File: config.mk
export PLATFORM = sky130hd
export DESIGN_NAME = uart_avmm_sequencer
export DESIGN_NICKNAME = d
export VERILOG_FILES = /design/src/rtl/uart_avmm_sequencer.sv
export SDC_FILE = /design/constraint.sdc
export NUM_CORES = 1
export LEC_CHECK = 0
export BUFFER_PORTS_ARGS = -buffer_cell sky130_fd_sc_hd__clkbuf_2
export CORE_ASPECT_RATIO = 1.2
export CORE_MARGIN = 2
export CORE_UTILIZATION = 51
export DETAILED_ROUTE_END_ITERATION = 10
export HOLD_SLACK_MARGIN = 0.1
export PLACE_DENSITY = 0.85
export SKIP_CTS_REPAIR_TIMING = 1
export SYNTH_ARGS = -nofsm -noshare
export SYNTH_HDL_FRONTEND = slang
export SYNTH_SLANG_ARGS = --single-unit
export TNS_END_PERCENT = 30
File: constraint.sdc
create_clock -name clk -period 5.1 [get_ports clk]
set_input_delay 0.51 -clock clk [delete_from_list [all_inputs] [get_ports clk]]
set_output_delay 0.51 -clock clk [all_outputs]
set_load 0.005 [all_outputs]
File: src/rtl/uart_avmm_sequencer.sv
// Avalon-MM master for the UART CSR slave: programs BAUD_GEN/CONTROL, then polls
// status and moves bytes between the TX/RX streams and the UART FIFOs.
//
// state    | meaning
// UNCFG    | idle after reset, waits for cfg_start
// CFG_BAUD | writing BAUD_GEN
// CFG_CTRL | writing CONTROL
// POLL     | reading STATUS and choosing the next access
// GAP      | idle back-off after a poll that found no work
// TX_WR    | writing the held TX byte into the TX FIFO
// RX_RD    | reading one word from the RX FIFO
module uart_avmm_sequencer #(
    parameter int POLL_GAP = 4
) (
    input  logic        clk,
    input  logic        reset_n,
    input  logic        cfg_pbit,
    input  logic        cfg_ptype,
    input  logic [1:0]  cfg_sbit,
    input  logic [11:0] cfg_baud_freq,
    input  logic [15:0] cfg_baud_limit,
    input  logic        cfg_start,
    output logic        cfg_done,
    input  logic [7:0]  s_tx_data,
    input  logic        s_tx_valid,
    output logic        s_tx_ready,
    output logic [7:0]  m_rx_data,
    output logic        m_rx_err,
    output logic        m_rx_valid,
    input  logic        m_rx_ready,
    output logic [2:0]  avm_address,
    output logic        avm_write,
    output logic        avm_read,
    output logic [31:0] avm_writedata,
    output logic [3:0]  avm_byteenable,
    input  logic        avm_waitrequest,
    input  logic [31:0] avm_readdata
);

    localparam int GW = (POLL_GAP > 2) ? $clog2(POLL_GAP) : 1;
    localparam logic [GW-1:0] GAP_LOAD = (POLL_GAP > 0) ? GW'(POLL_GAP - 1) : '0;

    typedef enum logic [2:0] {
        UNCFG, CFG_BAUD, CFG_CTRL, POLL, GAP, TX_WR, RX_RD
    } state_t;

    state_t          state, state_nxt;
    logic [GW-1:0]   gap_cnt;
    logic            cfg_pending;
    logic            last_served;
    logic            tx_hold_valid;
    logic [7:0]      tx_hold;

    logic            busy, accept, reconf, launch, to_baud;
    logic            tx_ok, rx_ok;
    logic [2:0]      l_address;
    logic            l_read, l_write;
    logic [31:0]     l_writedata;
    logic [3:0]      l_byteenable;
    logic            unused_rdata;

    assign busy         = avm_read | avm_write;
    assign accept       = busy & ~avm_waitrequest;
    assign reconf       = cfg_pending | cfg_start;
    assign s_tx_ready   = ~tx_hold_valid;
    assign unused_rdata = ^{avm_readdata[31:9], avm_readdata[2:1]};

    always_ff @(posedge clk or negedge reset_n) begin
        if (!reset_n) state <= UNCFG;
        else          state <= state_nxt;
    end

    // Status bits are decided on directly in the acceptance cycle of the poll.
    always_comb begin
        state_nxt = state;
        tx_ok     = tx_hold_valid & ~avm_readdata[3];
        rx_ok     = ~avm_readdata[0] & ~m_rx_valid;
        case (state)
            UNCFG:    if (cfg_start) state_nxt = CFG_BAUD;
            CFG_BAUD: if (accept) state_nxt = reconf ? CFG_BAUD : CFG_CTRL;
            CFG_CTRL: if (accept) state_nxt = reconf ? CFG_BAUD : POLL;
            POLL: begin
                if (accept) begin
                    if (reconf)                 state_nxt = CFG_BAUD;
                    else if (tx_ok && rx_ok)    state_nxt = last_served ? RX_RD : TX_WR;
                    else if (tx_ok)             state_nxt = TX_WR;
                    else if (rx_ok)             state_nxt = RX_RD;
                    else if (POLL_GAP == 0)     state_nxt = POLL;
                    else                        state_nxt = GAP;
                end
            end
            GAP: begin
                if (reconf)            state_nxt = CFG_BAUD;
                else if (gap_cnt == 0) state_nxt = POLL;
            end
            TX_WR:    if (accept) state_nxt = POLL;
            RX_RD:    if (accept) state_nxt = POLL;
            default:  state_nxt = UNCFG;
        endcase
    end

    assign to_baud = (state_nxt == CFG_BAUD) && ((state != CFG_BAUD) || accept);

    always_comb begin
        l_address    = 3'd0;
        l_read       = 1'b0;
        l_write      = 1'b0;
        l_writedata  = 32'h0;
        l_byteenable = 4'h0;
        launch       = 1'b0;
        case (state)
            CFG_BAUD: begin
                launch       = ~busy;
                l_address    = 3'd1;
                l_write      = 1'b1;
                l_writedata  = {4'h0, cfg_baud_freq, cfg_baud_limit};
                l_byteenable = 4'hF;
            end
            CFG_CTRL: begin
                launch       = ~busy;
                l_address    = 3'd0;
                l_write      = 1'b1;
                l_writedata  = {20'h0, cfg_sbit, cfg_ptype, cfg_pbit, 8'h0};
                l_byteenable = 4'b0010;
            end
            POLL: begin
                launch       = ~busy;
                l_address    = 3'd0;
                l_read       = 1'b1;
                l_byteenable = 4'hF;
            end
            TX_WR: begin
                launch       = ~busy;
                l_address    = 3'd4;
                l_write      = 1'b1;
                l_writedata  = {24'h0, tx_hold};
                l_byteenable = 4'b0001;
            end
            RX_RD: begin
                launch       = ~busy;
                l_address    = 3'd5;
                l_read       = 1'b1;
                l_byteenable = 4'hF;
            end
            default: launch = 1'b0;
        endcase
    end

    // Address/data stay at their last value after a strobe drops.
    always_ff @(posedge clk or negedge reset_n) begin
        if (!reset_n) begin
            avm_address    <= 3'd0;
            avm_read       <= 1'b0;
            avm_write      <= 1'b0;
            avm_writedata  <= 32'h0;
            avm_byteenable <= 4'h0;
        end else if (launch) begin
            avm_address    <= l_address;
            avm_read       <= l_read;
            avm_write      <= l_write;
            avm_writedata  <= l_writedata;
            avm_byteenable <= l_byteenable;
        end else if (accept) begin
            avm_read       <= 1'b0;
            avm_write      <= 1'b0;
        end
    end

    always_ff @(posedge clk or negedge reset_n) begin
        if (!reset_n) begin
            gap_cnt <= '0;
        end else if (state == POLL && state_nxt == GAP) begin
            gap_cnt <= GAP_LOAD;
        end else if (state == GAP && gap_cnt != 0) begin
            gap_cnt <= gap_cnt - 1'b1;
        end
    end

    always_ff @(posedge clk or negedge reset_n) begin
        if (!reset_n) begin
            cfg_pending <= 1'b0;
            cfg_done    <= 1'b0;
        end else begin
            if (to_baud)
                cfg_pending <= 1'b0;
            else if (cfg_start && state != UNCFG)
                cfg_pending <= 1'b1;

            if (cfg_start)
                cfg_done <= 1'b0;
            else if (state == CFG_CTRL && accept && !reconf)
                cfg_done <= 1'b1;
        end
    end

    always_ff @(posedge clk or negedge reset_n) begin
        if (!reset_n) begin
            tx_hold_valid <= 1'b0;
            tx_hold       <= 8'h0;
        end else if (s_tx_valid && !tx_hold_valid) begin
            tx_hold_valid <= 1'b1;
            tx_hold       <= s_tx_data;
        end else if (state == TX_WR && accept) begin
            tx_hold_valid <= 1'b0;
        end
    end

    always_ff @(posedge clk or negedge reset_n) begin
        if (!reset_n) begin
            m_rx_valid  <= 1'b0;
            m_rx_data   <= 8'h0;
            m_rx_err    <= 1'b0;
            last_served <= 1'b0;
        end else begin
            if (state == RX_RD && accept) begin
                m_rx_valid  <= 1'b1;
                m_rx_data   <= avm_readdata[7:0];
                m_rx_err    <= avm_readdata[8];
                last_served <= 1'b0;
            end else if (m_rx_valid && m_rx_ready) begin
                m_rx_valid  <= 1'b0;
            end
            if (state == TX_WR && accept)
                last_served <= 1'b1;
        end
    end

endmodule

==> results.json, run 1 <==
{
  "outcome": "finished, final reports clean",
  "dpl_cell_area_um2": 3490,
  "postSynthAreaPerCell_um2": 10.50,
  "drv_cap": 0,
  "place_ws_ns": 2.846,
  "dieWidth_um": 74.30,
  "async_flop_share": 1.000,
  "grt-ovfl-total": 0,
  "portBuffers": 102,
  "synth_mux_area_frac": 0.09309,
  "num_antenna_cells": 0,
  "timing.rr.end": "avm_writedata[25]",
  "rsz0062_at_grt": "false",
  "vias_per_cell": 5.212,
  "startpoint": "state[0]",
  "fin_ws_ns": 2.857,
  "synth_cells": 288,
  "yosysWarnings": 0,
  "fin_crit_sh": 0.4397,
  "cp-end-kind": "flop",
  "critical_path_class": "flop to flop",
  "via_count": 2434,
  "cts.sinks": 62,
  "cts_buffers": 9,
  "p_leak_nw": 1.839,
  "io_pins": 131,
  "cp-start-kind": "flop",
  "place.gp.congestion": 0.7905,
  "setup_viol": 0,
  "fmax_mhz": 445.9,
  "synth_top_family_by_area": "compound AO/OA/AOI/OAI gates",
  "ir_drop_mv": 0.2725,
  "yosysUniqueCellTypes": 51,
  "dieHeight_um": 88.36,
  "clkLatencyLatePin_ns": 0.33,
  "grt_antenna_before_repair": 0,
  "synthesis.area_um2": 3024,
  "fp-row-count": 30,
  "setup_tns_ns": 0,
  "fin_skew_ns": 0.003944,
  "avgRoutedWirePerCell_um": 14.17,
  "initialDrtViolationCount": 104,
  "r2r_start": "state[0]",
  "crit_arrival_ns": 2.50,
  "synth_compound_area_frac": 0.1816,
  "p_total_mw": 2.066,
  "clk_pin_slew_ns": 0.07,
  "power.density_nw_per_um2": 559.4,
  "crit_required_ns": 5.36,
  "rr_worst_depth": 4,
  "yosys.area_share.adder": 0.004137,
  "crit_fanout": 22,
  "finalHoldViolations": 0,
  "drt-pass1-iter-count": 4,
  "cts_tree": "done",
  "htree_levels": 3,
  "slew_violations": 0,
  "ys_seq_area_frac": 0.5130,
  "grt_max_degree": 63,
  "cts.path.max_buffers": 2,
  "hold_path.class": "input port to asynchronous set/reset pin",
  "synth-simple-area-share": 0.1320,
  "routed_wl_mm": 6.619,
  "synth_edf_count": 0,
  "finalNetCount": 462,
  "die-area_um2": 6564,
  "drtAntennaViolNets": 0,
  "postLayoutCellArea_um2": 3692,
  "ys_ff_latch": 62,
  "period_needed_ns": 2.243,
  "ctsRootBufferMaster": "clkbuf_8",
  "maxSlewHeadroom": 0.3885,
  "drive_gt1_frac": 0.4005,
  "area_growth_pct": 22.09,
  "grt_pass1_vias": 2332,
  "drcViolationCount": 0,
  "grt.total_usage": 0.2055,
  "grt_pass1_wl_mm": 10.33,
  "synthXorXnorAreaFrac": 0.005792,
  "regToRegSetupSlack_ns": 2.86,
  "worstMarginPinSlew_ns": 0.9122,
  "initial_utilization": 0.5300,
  "synth-main-ff-cell": "dfrtp_1",
  "core_area_um2": 5705,
  "hpwl_mm": 4.725,
  "timing.critical_path.to": "avm_writedata[25]"
}
-- cell usage in the layout (no fill, tap or decap), types with 2 or more instances in the layout --
master / synthesis / layout
a31oi_1: 4 / 4
o21ai_1: 8 / 8
dfrtp_1: 62 / 62
mux2_2: 17 / 17
inv_1: 9 / 9
mux2i_1: 9 / 9
clkbuf_8: 0 / 9
a21boi_0: 2 / 2
a22o_1: 8 / 8
o21ai_2: 16 / 16
nand2_1: 49 / 49
nor4b_1: 2 / 2
clkbuf_2: 0 / 102
clkinv_2: 0 / 3
nand3_1: 2 / 2
xnor2_1: 2 / 2
and3b_1: 2 / 2
bufinv_16: 0 / 2
a221oi_1: 2 / 2
o21ai_0: 14 / 14
buf_4: 6 / 2
o22ai_1: 3 / 3
nor2_1: 13 / 13
nor2b_1: 5 / 5
conb_1: 1 / 5
a21oi_1: 9 / 9
nor3_1: 2 / 2
-- worst max-delay path, cell delays in order (launching register included) --
cell,delay [ns]
dfrtp_1,0.76
inv_1,0.30
nor3_2,0.80
nand2_1,0.17
o21ai_2,0.14
-- how the worst min path moves through the flow --
stage                            from           endpoint  slack (ns)
floorplan                     reset_n     avm_address[0]        0.21
global placement    avm_writedata[24]  avm_writedata[24]        0.46
detailed placement  avm_writedata[27]  avm_writedata[27]        0.46
CTS                        m_rx_ready         m_rx_valid        0.34
global route               m_rx_ready         m_rx_valid        0.37
finish                        reset_n  avm_writedata[10]        0.32
-- cells by family (layout without fill, tap and decap cells) --
kind of cell,count (synthesis),in the layout
adder cells (fa/ha/maj),1,1
AO/OA/AOI/OAI,78,78
XOR/XNOR,2,2
AND/OR/NAND/NOR,85,85
multiplexers,26,26
flip-flops,62,62
other,1,5
buffers and inverters,33,128
-- registers in the layout, indices dropped and copies added, names as in the netlist --
name,cells
avm_writedata,28
state,3
m_rx_valid,1
avm_write,1
avm_address,2
tx_hold_valid,1
last_served,1
tx_hold,8
avm_byteenable,3
m_rx_err,1
cfg_done,1
m_rx_data,8
cfg_pending,1
avm_read,1
gap_cnt,2
-- where the power goes --
group / internal, mW / leakage [nW] / switching (mW)
registers: 0.668 / 0.772 / 0.149
clock network: 0.270 / 0.106 / 0.187
logic: 0.345 / 0.961 / 0.446
-- final cells by class --
class,count,area (um^2)
repair buffers,104,525.5
inverters,9,33.78
well taps,80,100.1
clock inverters,5,75.07
multi-input cells,197,1279
clock buffers,10,127.6
fillers,484,2013
flip-flops and latches,62,1551
-- synthesized netlist by cell type, types with 3 or more instances --
library cell / count / share of area
nand2_1: 49 / 0.061
buf_6: 5 / 0.019
a31oi_1: 4 / 0.0083
mux2_2: 17 / 0.063
inv_1: 9 / 0.011
o21ai_1: 8 / 0.013
buf_4: 6 / 0.015
o22ai_1: 3 / 0.0062
nor2_1: 13 / 0.016
o21ai_2: 16 / 0.046
o21ai_0: 14 / 0.023
dfrtp_1: 62 / 0.51
mux2i_1: 9 / 0.030
clkbuf_1: 3 / 0.0037
nor2b_1: 5 / 0.010
a21oi_1: 9 / 0.015
buf_2: 7 / 0.012
a22o_1: 8 / 0.023
-- metrics by stage --
step                hold WS [ns]    util  cells
floorplan                 0.2144       -    292
global placement          0.4586  0.6116    452
detailed placement        0.4643  0.6116    452
CTS                       0.3360  0.6471    467
global route              0.3741  0.6471    467
finish                    0.3187  0.6471    467
-- layer usage --
metal | wire [um] | GRT usage | vias up
met5 | 0 | 0 | -
met4 | 87 | 0.07630 | 0
met3 | 491 | 0.06378 | 11
met2 | 3217 | 0.3336 | 87
met1 | 2823 | 0.2589 | 1142
li1 | - | - | 1194
No activity file was read; power rests on OpenSTA's default activity.
==> run 2: changes to the inputs <==
ABC_AREA = 1   (was unset)
CORE_UTILIZATION = 47   (was 51)
PLACE_DENSITY = 0.8   (was 0.85)
clock period = 2.1 ns   (was 5.1 ns; I/O delays follow)
==> results.json, run 2 <==
{
  "finalNetCount": 517,
  "setup_tns_ns": 0,
  "rsz0062_at_grt": "false",
  "dieWidth_um": 74.78,
  "async_flop_share": 1.000,
  "ys_ff_latch": 62,
  "worstMarginPinSlew_ns": 0.7706,
  "yosysUniqueCellTypes": 28,
  "fin_ws_ns": 0.3232,
  "crit_arrival_ns": 2.04,
  "drtAntennaViolNets": 0,
  "period_needed_ns": 1.777,
  "grt_pass1_wl_mm": 10.01,
  "cp_slowest_cell": "dfrtp_1",
  "synthesis.area_um2": 2825,
  "largest_reg_flops": 28,
  "fin_skew_ns": 0.008550,
  "slew_violations": 0,
  "htree_levels": 3,
  "grt_antenna_before_repair": 0,
  "routed_wl_mm": 6.418,
  "die-area_um2": 6650,
  "yosysMostFrequentCell": "nand2_1",
  "highest_layer": "met4",
  "netlist.area_leader.share": 0.5492,
  "yosysTopAreaCell": "dfrtp_1",
  "initialDrtViolationCount": 129,
  "fmax_mhz": 562.8,
  "maxSlewHeadroom": 0.4863,
  "synth_common_cells": "nand2_1 (111), dfrtp_1 (62), inv_1 (23)",
  "final_cell_mix": "nand2_1 (111), clkbuf_2 (102), dfrtp_1 (62)",
  "timing.rr.end": "gap_cnt[1]",
  "worstPathCellList": "inv_1 > nand2_1 > inv_2 > nand2_1 > nor2_1 > nand2_1 > nand2_1 > nor2_1 > nand4_1 > nand2_1",
  "avgRoutedWirePerCell_um": 12.30,
  "dieHeight_um": 88.93,
  "drive_gt1_frac": 0.3145,
  "yosysWarnings": 0,
  "place.gp.congestion": 0.9174,
  "clk_pin_slew_ns": 0.07,
  "place_ws_ns": 0.3590,
  "cp-start-kind": "flop",
  "r2r_start": "state[2]",
  "ys_seq_area_frac": 0.5492,
  "cts_tree": "done",
  "fin_util": 0.6418,
  "synthTopCellsByArea": "dfrtp_1 (55%), nand2_1 (15%), o21ai_0 (3.9%), nand3_1 (3.2%), inv_1 (3.1%)",
  "met2_length_mm": 3.268,
  "grt-ovfl-total": 0,
  "power.density_nw_per_um2": 1305,
  "ctsRootBufferMaster": "clkbuf_8",
  "core_area_um2": 5743,
  "grt_pass1_vias": 2344,
  "num_antenna_cells": 0,
  "clkLatencyLatePin_ns": 0.33,
  "synth_edf_count": 0,
  "drt-pass1-iter-count": 4,
  "wl_met1_mm": 2.715,
  "hpwl_mm": 4.614,
  "cp-end-kind": "flop",
  "min_to": "m_rx_data[1]",
  "synth-main-ff-cell": "dfrtp_1",
  "largest-register": "avm_writedata",
  "cp.depth": 10,
  "final_common_cell": "nand2_1",
  "wl_met3_um": 261,
  "hold_depth": 3,
  "regToRegSetupSlack_ns": 0.32,
  "hp-start": "avm_readdata[1]",
  "fillers": 506,
  "crit_family": "simple AND/OR/NAND/NOR gates",
  "io_pins": 131,
  "fin_crit_sh": 0.8461,
  "synth_cells": 326,
  "area_growth_pct": 30.47,
  "p_leak_nw": 2.077,
  "fp-row-count": 30,
  "hold_path.class": "input port to flop",
  "via_count": 2530,
  "drv_cap": 0,
  "vias_per_cell": 4.847,
  "crit_required_ns": 2.37,
  "cts_buffers": 9,
  "initial_utilization": 0.4919,
  "grt.total_usage": 0.1987,
  "ir_drop_mv": 0.5612,
  "drcViolationCount": 0,
  "grt_max_degree": 63,
  "cpMostUsedCell": "nand2_1",
  "postSynthAreaPerCell_um2": 8.666,
  "setup_viol": 0,
  "finalHoldViolations": 0,
  "portBuffers": 102,
  "outcome": "finished, final reports clean",
  "rr_worst_depth": 10,
  "cts.path.max_buffers": 2,
  "critical_path_class": "flop to flop",
  "max_stage_delay_ns": 0.60,
  "top_regs": "avm_writedata (28), m_rx_data (8), tx_hold (8)",
  "cts.sinks": 62,
  "crit_fanout": 14,
  "crit_buf_inv": 2
}
-- run 2: cell count changes in the layout (fill, tap and decap cells not counted), sizes merged, moves of 3 or more --
cell         change
nor2b            -5
a22o             -3
mux2i            -9
inv             +17
dlygate4sd3      +7
mux2            -10
a31oi            -4
nand3           +15
o21ai            -8
a21o             +7
nand2           +62
nor2             +3
buf              +4
-- run 2: area by class of cell --
type / instances / area, um^2 / share of cell area
multi-input combinational: 223 / 1087 / 0.2950
sequential: 62 / 1551 / 0.4209
timing repair buffer: 115 / 638.1 / 0.1731
clock inverter: 3 / 42.54 / 0.01154
clock buffer: 12 / 165.2 / 0.04481
tap: 80 / 100.1 / 0.02716
inverter: 27 / 101.3 / 0.02749
-- run 2: cell families after synthesis --
family,share of synthesized area
fa+ha+maj,0.004428
simple gates,0.2197
flops,0.5492
other cells,0.001327
buf+inv,0.07528
mux,0.02790
compound gates,0.1191
xor+xnor,0.003101
-- run 2: per-layer routing --
metal	vias to the layer above	GRT usage
li1	1266	-
met4	0	0.1218
met3	15	0.03608
met1	1183	0.2340
met5	-	0
met2	66	0.3347
-- run 2: power breakdown --
part | switching, mW | internal, mW | leakage [nW] | total (mW)
sequential | 0.245 | 1.61 | 0.780 | 1.85
combinational | 1.10 | 0.800 | 1.19 | 1.90
clock | 0.426 | 0.636 | 0.104 | 1.06
-- run 2: worst reg2reg max path, cell delays in order, from the launching register on --
cell and delay [ns]:
dfrtp_1 0.60, inv_1 0.16, nand2_1 0.16, inv_2 0.07, nand2_1 0.07, nor2_1 0.07
nand2_1 0.07, nand2_1 0.05, nor2_1 0.20, nand4_1 0.17, nand2_1 0.10
-- run 2: worst max path at each step --
stage | end | start
after floorplan | avm_byteenable[2] | state[1]
after global placement | cfg_pending | state[2]
after detailed placement | cfg_pending | state[2]
after CTS | cfg_pending | state[2]
after global routing | gap_cnt[1] | state[1]
final | gap_cnt[1] | state[2]
-- run 2: per-stage QoR --
stage / hold slack [ns] / area (um^2) / instances / total power [mW]
4_1_cts: 0.05627 / 3616 / 515 / 4.846
3_5_place_dp: 0.4130 / 3408 / 500 / 3.761
2_1_floorplan: -0.08559 / 2840 / 330 / 3.083
6_report: 0.07485 / 3686 / 522 / 4.811
5_1_grt: 0.1060 / 3686 / 522 / 5.185
3_3_place_gp: 0.3949 / 3408 / 500 / 3.680
